--- src/rtl/uart_rx_deserializer.sv ---
// UART receiver: oversamples RX_IN, majority-votes three mid-bit samples,
// reassembles LSB-first frames and pulses Data_valid / Parity_error /
// Stop_error for one cycle, one cycle after the stop bit's last edge.
// Optional macro UART_RX_SYNC_EN adds a 2-flop input synchronizer (+2 cycles).
module uart_rx_deserializer #(
    parameter int Data_width     = 8,
    parameter int Prescale_width = 6
) (
    input  logic                      CLK,
    input  logic                      RST,
    input  logic                      RX_IN,
    input  logic [Prescale_width-1:0] Prescale,
    input  logic                      PAR_EN,
    input  logic                      PAR_TYP,
    output logic [Data_width-1:0]     P_DATA,
    output logic                      Data_valid,
    output logic                      Parity_error,
    output logic                      Stop_error
);
    localparam int PW = Prescale_width;
    localparam int BW = $clog2(Data_width + 1);

    typedef enum logic [2:0] {IDLE, START, DATA, PARITY, STOP} state_t;

    logic rx;

`ifdef UART_RX_SYNC_EN
    logic [1:0] sync_q;
    // Two-stage synchronizer, idles high so reset never looks like a start bit
    always_ff @(posedge CLK) begin
        if (RST) sync_q <= 2'b11;
        else     sync_q <= {sync_q[0], RX_IN};
    end
    assign rx = sync_q[1];
`else
    assign rx = RX_IN;
`endif

    state_t                state_q, state_d;
    logic [PW-1:0]         cnt_q, cnt_d, ps_q, ps_d;
    logic [BW-1:0]         bcnt_q, bcnt_d;
    logic                  pe_q, pe_d, pt_q, pt_d;
    logic                  s0_q, s0_d, s1_q, s1_d, bit_q, bit_d;
    logic [Data_width-1:0] shift_q, shift_d, p_data_q, p_data_d;
    logic                  pfail_q, pfail_d;
    logic                  pend_vld_q, pend_vld_d, pend_perr_q, pend_perr_d;
    logic                  pend_serr_q, pend_serr_d;
    logic                  vld_q, vld_d, perr_q, perr_d, serr_q, serr_d;
    logic                  last, start_now;
    logic [PW-1:0]         half, ps_legal;

    assign half = ps_q >> 1;
    assign last = (cnt_q == ps_q - 1'b1);

    // Unsupported oversampling ratios fall back to 8
    always_comb begin
        ps_legal = PW'(8);
        if (Prescale == PW'(16) || Prescale == PW'(32)) ps_legal = Prescale;
    end

    // Next-state logic: bit timing, majority sampling, frame FSM, output staging
    always_comb begin
        state_d     = state_q;
        cnt_d       = cnt_q;
        bcnt_d      = bcnt_q;
        ps_d        = ps_q;
        pe_d        = pe_q;
        pt_d        = pt_q;
        s0_d        = s0_q;
        s1_d        = s1_q;
        bit_d       = bit_q;
        shift_d     = shift_q;
        pfail_d     = pfail_q;
        pend_vld_d  = 1'b0;
        pend_perr_d = 1'b0;
        pend_serr_d = 1'b0;
        vld_d       = pend_vld_q;
        perr_d      = pend_perr_q;
        serr_d      = pend_serr_q;
        p_data_d    = pend_vld_q ? shift_q : p_data_q;
        start_now   = 1'b0;

        if (state_q != IDLE) begin
            cnt_d = last ? '0 : cnt_q + 1'b1;
            if (cnt_q == half - 1'b1) s0_d = rx;
            if (cnt_q == half)        s1_d = rx;
            if (cnt_q == half + 1'b1) bit_d = (s0_q & s1_q) | (s0_q & rx) | (s1_q & rx);
        end

        case (state_q)
            IDLE: if (!rx) start_now = 1'b1;
            START: if (last) begin
                bcnt_d  = '0;
                state_d = bit_q ? IDLE : DATA;
            end
            DATA: if (last) begin
                shift_d = {bit_q, shift_q[Data_width-1:1]};
                bcnt_d  = bcnt_q + 1'b1;
                if (bcnt_q == BW'(Data_width - 1)) state_d = pe_q ? PARITY : STOP;
            end
            PARITY: if (last) begin
                pfail_d = bit_q ^ (^shift_q) ^ pt_q;
                state_d = STOP;
            end
            STOP: if (last) begin
                pend_vld_d  = bit_q & ~pfail_q;
                pend_serr_d = ~bit_q;
                pend_perr_d = pfail_q;
                state_d     = IDLE;
                // IDLE's start detection folded into this edge so a start bit
                // directly after the stop bit costs no gap cycle
                if (!rx) start_now = 1'b1;
            end
            default: state_d = IDLE;
        endcase

        if (start_now) begin
            state_d = START;
            cnt_d   = '0;
            ps_d    = ps_legal;
            pe_d    = PAR_EN;
            pt_d    = PAR_TYP;
            pfail_d = 1'b0;
        end
    end

    // State and output registers
    always_ff @(posedge CLK) begin
        if (RST) begin
            state_q     <= IDLE;
            cnt_q       <= '0;
            bcnt_q      <= '0;
            ps_q        <= PW'(8);
            pe_q        <= 1'b0;
            pt_q        <= 1'b0;
            s0_q        <= 1'b1;
            s1_q        <= 1'b1;
            bit_q       <= 1'b1;
            shift_q     <= '0;
            pfail_q     <= 1'b0;
            pend_vld_q  <= 1'b0;
            pend_perr_q <= 1'b0;
            pend_serr_q <= 1'b0;
            vld_q       <= 1'b0;
            perr_q      <= 1'b0;
            serr_q      <= 1'b0;
            p_data_q    <= '0;
        end else begin
            state_q     <= state_d;
            cnt_q       <= cnt_d;
            bcnt_q      <= bcnt_d;
            ps_q        <= ps_d;
            pe_q        <= pe_d;
            pt_q        <= pt_d;
            s0_q        <= s0_d;
            s1_q        <= s1_d;
            bit_q       <= bit_d;
            shift_q     <= shift_d;
            pfail_q     <= pfail_d;
            pend_vld_q  <= pend_vld_d;
            pend_perr_q <= pend_perr_d;
            pend_serr_q <= pend_serr_d;
            vld_q       <= vld_d;
            perr_q      <= perr_d;
            serr_q      <= serr_d;
            p_data_q    <= p_data_d;
        end
    end

    assign P_DATA       = p_data_q;
    assign Data_valid   = vld_q;
    assign Parity_error = perr_q;
    assign Stop_error   = serr_q;
endmodule
--- config.mk ---
export PLATFORM = sky130hd
export DESIGN_NAME = uart_rx_deserializer
export DESIGN_NICKNAME = d
export VERILOG_FILES = /design/src/rtl/uart_rx_deserializer.sv
export SDC_FILE = /design/constraint.sdc
export NUM_CORES = 1
export LEC_CHECK = 0
export ABC_AREA = 1
export CORE_ASPECT_RATIO = 1.1
export CORE_UTILIZATION = 50
export CTS_BUF_LIST = sky130_fd_sc_hd__clkbuf_4 sky130_fd_sc_hd__clkbuf_8
export DETAILED_ROUTE_END_ITERATION = 6
export PLACE_DENSITY = 0.67
export SYNTH_ARGS = -nofsm -noshare
export SYNTH_HDL_FRONTEND = slang
export SYNTH_SLANG_ARGS = --single-unit
--- constraint.sdc ---
create_clock -name CLK -period 2.1 [get_ports CLK]
set_input_delay 0.63 -clock CLK [delete_from_list [all_inputs] [get_ports CLK]]
set_output_delay 0.63 -clock CLK [all_outputs]
set_load 0.03 [all_outputs]
==> results of run 1 <==
power breakdown:
group          switching [mW]  internal, mW  total [mW]
sequential             0.0179         0.905       0.923
combinational           0.127        0.0724       0.199
clock                   0.302         0.300       0.601
final timing paths:
kind / start / end / slack, ns / cells after the start
worst max register to register: ps_q[0]$_SDFFE_PP0P_ / state_q[2]$_SDFFE_PP0P_ / 0.19 / 14
worst max-delay path: P_DATA[0]$_SDFFE_PP0P_ / P_DATA[0] / 0.16 / 1
worst min register to register: pend_perr_q$_SDFF_PP0_ / Parity_error$_SDFF_PP0_ / 0.41 / 2
worst min-delay path: pend_perr_q$_SDFF_PP0_ / Parity_error$_SDFF_PP0_ / 0.41 / 2
cell type report:
| type | count | area (µm²) | share of cell area |
|---|---|---|---|
| multi-input combinational | 236 | 1330 | 0.460 |
| sequential | 47 | 941 | 0.326 |
| timing repair buffer | 29 | 270 | 0.0938 |
| inverter | 46 | 173 | 0.0599 |
| clock buffer | 7 | 96.3 | 0.0334 |
| tap | 56 | 70.1 | 0.0243 |
| clock inverter | 1 | 7.51 | 0.00260 |
registers in the layout, summed over array words and instances, names as in the netlist:
signal / flops
cnt_q: 6
pend_vld_q: 1
pend_serr_q: 1
s0_q: 1
Parity_error: 1
shift_q: 8
pe_q: 1
Stop_error: 1
P_DATA: 8
pend_perr_q: 1
s1_q: 1
bit_q: 1
pt_q: 1
bcnt_q: 4
ps_q: 6
pfail_q: 1
Data_valid: 1
state_q: 3
per-layer routing:
metal | wire length [µm] | global-route usage | part of all wire | vias up
met4 | 62 | 0.0726 | 0.012 | 0
met2 | 2570 | 0.384 | 0.52 | 23
met1 | 2210 | 0.219 | 0.45 | 957
met3 | 121 | 0.0437 | 0.024 | 8
met5 | 0 | 0 | 0 | -
li1 | - | - | - | 1123
worst reg2reg max path, stage by stage, from the launching register on:
cell     delay (ns)
dfxtp_1        0.36
inv_1          0.08
ha_1           0.30
inv_1          0.04
nand2_1        0.05
nand2_1        0.04
nor2_1         0.08
nand3_1        0.08
nor2_2         0.13
nand2_4        0.14
nand2_4        0.13
nand2_4        0.09
nand2_8        0.13
inv_2          0.07
o21a_1         0.10
cell families after synthesis:
group / share of synthesized area
buffers and inverters: 0.0870
flip-flops: 0.381
AO/OA/AOI/OAI: 0.118
adder cells (fa/ha/maj): 0.0304
AND/OR/NAND/NOR: 0.281
XOR/XNOR: 0.103
cell usage after synthesis:
cell / n / area, µm²
clkbuf_2: 1 / 5.00
dfxtp_1: 47 / 941
nor3_2: 3 / 30.0
a21oi_1: 22 / 110
buf_1: 2 / 7.51
nand3_2: 1 / 10.0
nand3b_1: 1 / 7.51
nor3b_2: 1 / 12.5
o21a_1: 1 / 7.51
nand2_4: 4 / 45.0
o21ai_0: 23 / 115
o21ai_1: 4 / 20.0
buf_6: 2 / 22.5
nor4_1: 1 / 6.26
nor2_8: 1 / 20.0
inv_1: 41 / 154
a21oi_2: 3 / 26.3
inv_2: 5 / 18.8
o22ai_1: 1 / 6.26
nand3_1: 19 / 95.1
clkbuf_1: 2 / 7.51
a21o_1: 1 / 7.51
nand2_1: 56 / 210
nand2_2: 4 / 25.0
or2_2: 1 / 6.26
nor3_1: 5 / 25.0
nor2_2: 1 / 6.26
xor2_1: 14 / 123
nand4_1: 6 / 37.5
nor2_1: 42 / 158
xnor2_1: 15 / 131
ha_1: 6 / 75.1
stage by stage:
step / util / instances / setup slack [ns] / total power, mW / hold slack, ns
detailed placement: 0.591 / 414 / 0.0884 / 1.14 / 0.398
finish: 0.615 / 422 / 0.163 / 1.72 / 0.409
floorplan: - / 336 / 0.276 / 1.08 / 0.388
global placement: 0.591 / 414 / 0.111 / 1.14 / 0.391
global route: 0.615 / 422 / 0.0110 / 1.82 / 0.427
CTS: 0.614 / 422 / 0.149 / 1.74 / 0.412
what timing repair did:
item                                    in CTS  in global routing
endpoints found under the setup margin       0                  6
resized for setup                            0                  2
hold buffers                                 0                  0
hold endpoints to repair                     0                  0
==> key figures, run 1 <==
Synth
  – #FFs+latches synth: 47
  – Seq/Total Area, Yosys: 0.381
  – Mapped Nets: 353
  – Cell Area, Synth: about 0.0025 mm²
  – Cells after synthesis: 336
  – Distinct cells, synth: 32
  – Yosys warnings: 0
  – Avg Cell Area, Syn: 7.36 µm²

Critical path
  – Worst EP arrival: roughly 1.3 ns
  – CP max-delay cell: clkdlybuf4s50_1
  – CP Data Required Time: 1.47 ns
  – Worst-path cell chain: clkdlybuf4s50_1
  – Startpoint Class: flip-flop
  – Crit. End Element: output pin
  – Bufs and invs on worst path: 1
  – Crit path max fanout: 2
  – Crit Path Class: reg -> out
  – Crit path largest cell delay: roughly 0.67 ns
  – CP top delay family: buffers and inverters

Die
  – Core area: approximately 0.0047 mm²
  – Die Y: roughly 76 µm
  – Starting Density: 0.528
  – Total Die Area: roughly 0.0052 mm²
  – Io pins: 22
  – Die width: 69.0 µm
  – Rows: 26

GRT
  – Initial antenna violation count: 0
  – First-pass GRT wire length: 8.29 mm
  – GRT Total Usage: 0.199
  – Vias in the first global route: 1945
  – Overflow after GRT: 0
  – Largest net degree at the start of global routing: 18

Clock tree
  – Setup Buffers After CTS: 0
  – Clock Latency Late Sink: roughly 0.30 ns
  – Clock Sinks: 47
  – Clock Path Buffers: 2
  – TritonCTS clock tree: built
  – CTS buffer count: 5
  – Root buffer cell: clkbuf_8
  – H-tree level count: 2
  – Worst-path clk slew: 0.09 ns

Final layout
  – Fill cells: 434
  – Area Overhead vs Synth: 16.6%
  – Design area: 0.00288 mm²
  – Layout cells sized above 1: 0.112
  – Most frequent cells in the layout: nand2_1, dfxtp_1, nor2_1
  – Most common cell after layout, fill and taps aside: nand2_1
  – ANT cells: 0
  – Final Net Count: 382

Flow run
  – Max-cap viol count: 0

STA
  – Final Slew Violations: 0
  – Tmin final: 1.94 ns
  – Final setup violation count: 0
  – Max-slew headroom: 0.723
  – Fmax: 0.516 GHz
  – Setup Skew: 0.00863 ns
  – Unrepaired setup endpoints after global routing: false
  – Worst slew pin tran: approximately 0.41 ns
  – Setup TNS: 0 ns
  – Hold Fails Final Rpt: 0
  – Tcrit/Tclk final: 0.922

Detailed routing
  – DR vias: 2111
  – WL final: 4.97 mm
  – Drt drc: 0
  – Routed Antenna Nets: 0
  – Via density: 5.00
  – Drt wl/cell: 11.8 µm
  – Initial DRC Count: 87
  – Pre-antenna DRT Iters: 4

Outcome
  – Status: complete, no violations

Power and ir drop
  – P_leak: between 1 and 1.5 nW
  – PwrDens: 598 mW/mm²
  – Max VDD drop: 0.420 mV

Placement
  – Post-DP HPWL: between 3 and 4 mm
  – Routability cong.: 0.795
  – Port Buffers: 21
  – Post-DP Area: between 0.002 and 0.003 mm²

Worst hold path
  – Hold Crit Class: reg -> reg
Power figures use the tool's default switching activity.
==> inputs of run 2 (changes only) <==
- SKIP_CTS_REPAIR_TIMING: not set -> 1
==> results of run 2 <==
The final DEF is identical to that of run 1; final timing and power are the same.
==> inputs of run 3 (changes only) <==
- ABC_AREA: 1 -> not set
==> run 3 against run 2 <==
Worst hold slack better by 0.036 ns. Clock skew fell by 0.0010 ns. Clock-buffer cell count fell by 1. Highest routed layer unchanged. Core utilization up 1.8 points. Largest cell class unchanged. Register-to-register slack got worse by 0.07 ns. Clock power decreased by 3%. Critical endpoint is now state_q[0]$_SDFFE_PP0P_. First-iteration DRC count rose by 9.2%. Largest power group unchanged.
==> key figures, run 3 <==
Final layout
  – Utilization after layout: 0.634 (+0.0182)
  – Layout cells sized above 1: 0.184 (+0.0724)
  – Final Net Count: 325 (-15%)
  – Most common cell after layout, fill and taps aside: dfxtp_1
  – ANT cells: 0 (unchanged)
  – Design area: 0.00301 mm² (+4.4%)
  – Area Overhead vs Synth: 19.8%
  – Most frequent cells in the layout: dfxtp_1, nor2_1, mux2i_1

Critical path
  – Worst EP arrival: 2.23 ns (+0.92 ns)
  – Crit path max fanout: 4 (+2)
  – Crit. End Element: flip-flop
  – Crit Path Class: reg -> reg
  – Startpoint Class: flip-flop
  – CP Data Required Time: 2.35 ns (+0.88 ns)

GRT
  – Initial antenna violation count: 0 (unchanged)
  – Overflow after GRT: 0 (unchanged)
  – GRT Total Usage: 0.198 (-0.00155)
  – Largest net degree at the start of global routing: 21 (+3)
  – First-pass GRT wire length: 8.44 mm (+1.8%)
  – Vias in the first global route: 1853 (-4.7%)

Detailed routing
  – Via density: 5.35 (+7.0%)
  – WL final: 4.88 mm (-1.8%)
  – Metal2 WL: 2.36 mm (-8.2%)
  – DR vias: 1954 (-7.4%)
  – Met1 WL: 2.32 mm (+4.9%)
  – Highest metal used: met4
  – Routed Antenna Nets: 0 (unchanged)
  – Initial DRC Count: 95 (+9.2%)
  – Routed wl met3: 151 µm (+25%)
  – Pre-antenna DRT Iters: 4 (unchanged)
  – Drt wl/cell: 13.4 µm (+14%)
  – Drt drc: 0 (unchanged)

Clock tree
  – H-tree level count: 2 (unchanged)
  – Clock Path Buffers: 2 (unchanged)
  – Clock Latency Late Sink: 0.30 ns (about the same)
  – TritonCTS clock tree: built
  – CTS buffer count: 5 (unchanged)
  – Root buffer cell: clkbuf_8
  – Worst-path clk slew: 0.09 ns (about the same)
  – Clock Sinks: 47 (unchanged)

Power and ir drop
  – Reg power frac: 0.561 (+0.025)
  – P_leak: 1.21 nW (-0.56%)
  – Switching Share: 0.237 (-0.0224)
  – Net load switching power: 381 µW (-15%)
  – Int Pwr: 1.23 mW (-3.7%)
  – Logic gate share of total power: 0.077 (-0.039)
  – Max VDD drop: 0.380 mV (-9.6%)
  – Clock power share: 0.362 (+0.013)
  – PwrDens: 535 mW/mm² (-10%)

STA
  – Max-slew headroom: 0.674 (-0.0490)
  – Fmax: 0.505 GHz (-2.2%)
  – Worst slew pin tran: 0.488 ns (+0.0772 ns)
  – Setup Skew: 0.00763 ns (-0.00100 ns)
  – Final setup violation count: 0 (unchanged)
  – Setup TNS: 0 ns (unchanged)
  – Tcrit/Tclk final: 0.943 (+0.0203)
  – Final hold slack: 0.445 ns (+0.0362 ns)
  – Final Slew Violations: 0 (unchanged)
  – Tmin final: 1.98 ns (+0.0427 ns)
  – Hold Fails Final Rpt: 0 (unchanged)

Synth
  – Top cells by count, synth: dfxtp_1, nor2_1, mux2i_1, xnor2_1, nand2_1
  – #FFs+latches synth: 47 (unchanged)
  – Distinct cells, synth: 52 (+63%)
  – Cell Area, Synth: 0.00251 mm² (+1.6%)
  – Top-area cell type share of the netlist area: 0.375 (-0.00606)
  – Cells after synthesis: 276 (-18%)
  – Yosys warnings: 0 (unchanged)
  – Count leader, synth: dfxtp_1
  – Seq/Total Area, Yosys: 0.375 (-0.00606)
  – Ys async rst share: 0 (unchanged)
  – Largest area contributor in the netlist: dfxtp_1
  – Avg Cell Area, Syn: 9.10 µm² (+24%)
  – Synth Flop Type: dfxtp_1
  – Mapped Nets: 293 (-17%)
  – Area contributors post-synth: dfxtp_1, mux2i_1, xnor2_1
  – Number of synthesized flops with an enable pin: 0 (unchanged)

Die
  – Die Y: 76.3 µm (+0.79%)
  – Io pins: 22 (unchanged)
  – Starting Density: 0.529 (+0.00120)
  – Die width: 69.6 µm (+0.78%)
  – Rows: 26 (unchanged)
  – Core area: 0.00475 mm² (+1.4%)
  – Total Die Area: 0.00531 mm² (+1.6%)

Flow run
  – Max-cap viol count: 0 (unchanged)

Worst hold path
  – Hold Crit Class: reg -> reg

Placement
  – Post-DP HPWL: 3.66 mm (-2.1%)
  – Port Buffers: 21 (unchanged)
  – Post-DP Area: 0.00286 mm² (+3.3%)
  – Routability cong.: 0.805 (+1.3%)

Outcome
  – Status: complete, no violations
-- run 3: changes by cell type after synthesis, moves of 5 or more --
| cell | change |
|---|---|
| a21oi_1 | -18 |
| clkbuf_1 | +6 |
| inv_1 | -35 |
| inv_2 | -5 |
| mux2i_1 | +22 |
| nand2_1 | -41 |
| nand2b_1 | +5 |
| nand3_1 | -12 |
| nor2_1 | -7 |
| nor2b_1 | +6 |
| o21ai_0 | -17 |
-- run 3: worst paths after layout --
check,startpoint,cells after the start,to,slack [ns]
min reg2reg,pend_serr_q$_SDFF_PP0_,1,Stop_error$_SDFF_PP0_,0.44
max reg2reg,ps_q[1]$_SDFFE_PP0P_,9,state_q[0]$_SDFFE_PP0P_,0.12
min,pend_serr_q$_SDFF_PP0_,1,Stop_error$_SDFF_PP0_,0.44
max,ps_q[1]$_SDFFE_PP0P_,9,state_q[0]$_SDFFE_PP0P_,0.12
-- run 3: power groups by stage --
stage / combinational (mW) / clock [mW] / sequential, mW
floorplan: 0.0711 / 0 / 0.923
global placement: 0.119 / 0 / 0.923
detailed placement: 0.121 / 0 / 0.923
CTS: 0.121 / 0.608 / 0.902
global route: 0.135 / 0.644 / 0.904
finish: 0.124 / 0.583 / 0.902
-- run 3: metrics by stage --
step	worst slack [ns]	total power, mW	cells
after floorplan	0.0979	0.994	276
after global placement	0.0562	1.04	357
after detailed placement	0.0411	1.04	357
after CTS	0.0454	1.63	365
after global routing	-0.00657	1.68	365
final	0.120	1.61	365
-- run 3: cell families (layout without fill, tap and decap cells) --
family / after synthesis / count (layout) / share of synthesized area
AO/OA/AOI/OAI: 32 / 32 / 0.0991
XOR/XNOR: 32 / 32 / 0.115
adder cells (fa/ha/maj): 6 / 6 / 0.0299
buffers and inverters: 24 / 57 / 0.0523
flip-flops: 47 / 47 / 0.375
multiplexers: 25 / 25 / 0.101
AND/OR/NAND/NOR: 110 / 110 / 0.229
-- run 3: per-layer routing --
| metal | vias to the layer above | track usage |
|---|---|---|
| met5 | - | 0 |
| met4 | 0 | 0.0510 |
| met3 | 6 | 0.0489 |
| met2 | 25 | 0.333 |
| met1 | 917 | 0.252 |
| li1 | 1006 | - |
-- run 3: cell type report --
class                   count  area (µm²)
repair buffers             43         395
flip-flops and latches     47         941
inverters                   6        22.5
well taps                  56        70.1
multi-input cells         205        1480
clock buffers               6        82.6
fillers                   413        1740
clock inverters             2        13.8
-- run 3: worst max-delay path, cell delays in order (launching register included) --
cell	delay [ns]
dfxtp_1	0.35
inv_1	0.09
ha_1	0.24
a21boi_2	0.17
xnor2_1	0.16
nor4b_2	0.27
nand3_1	0.16
buf_4	0.19
nor3_2	0.17
o31a_1	0.13
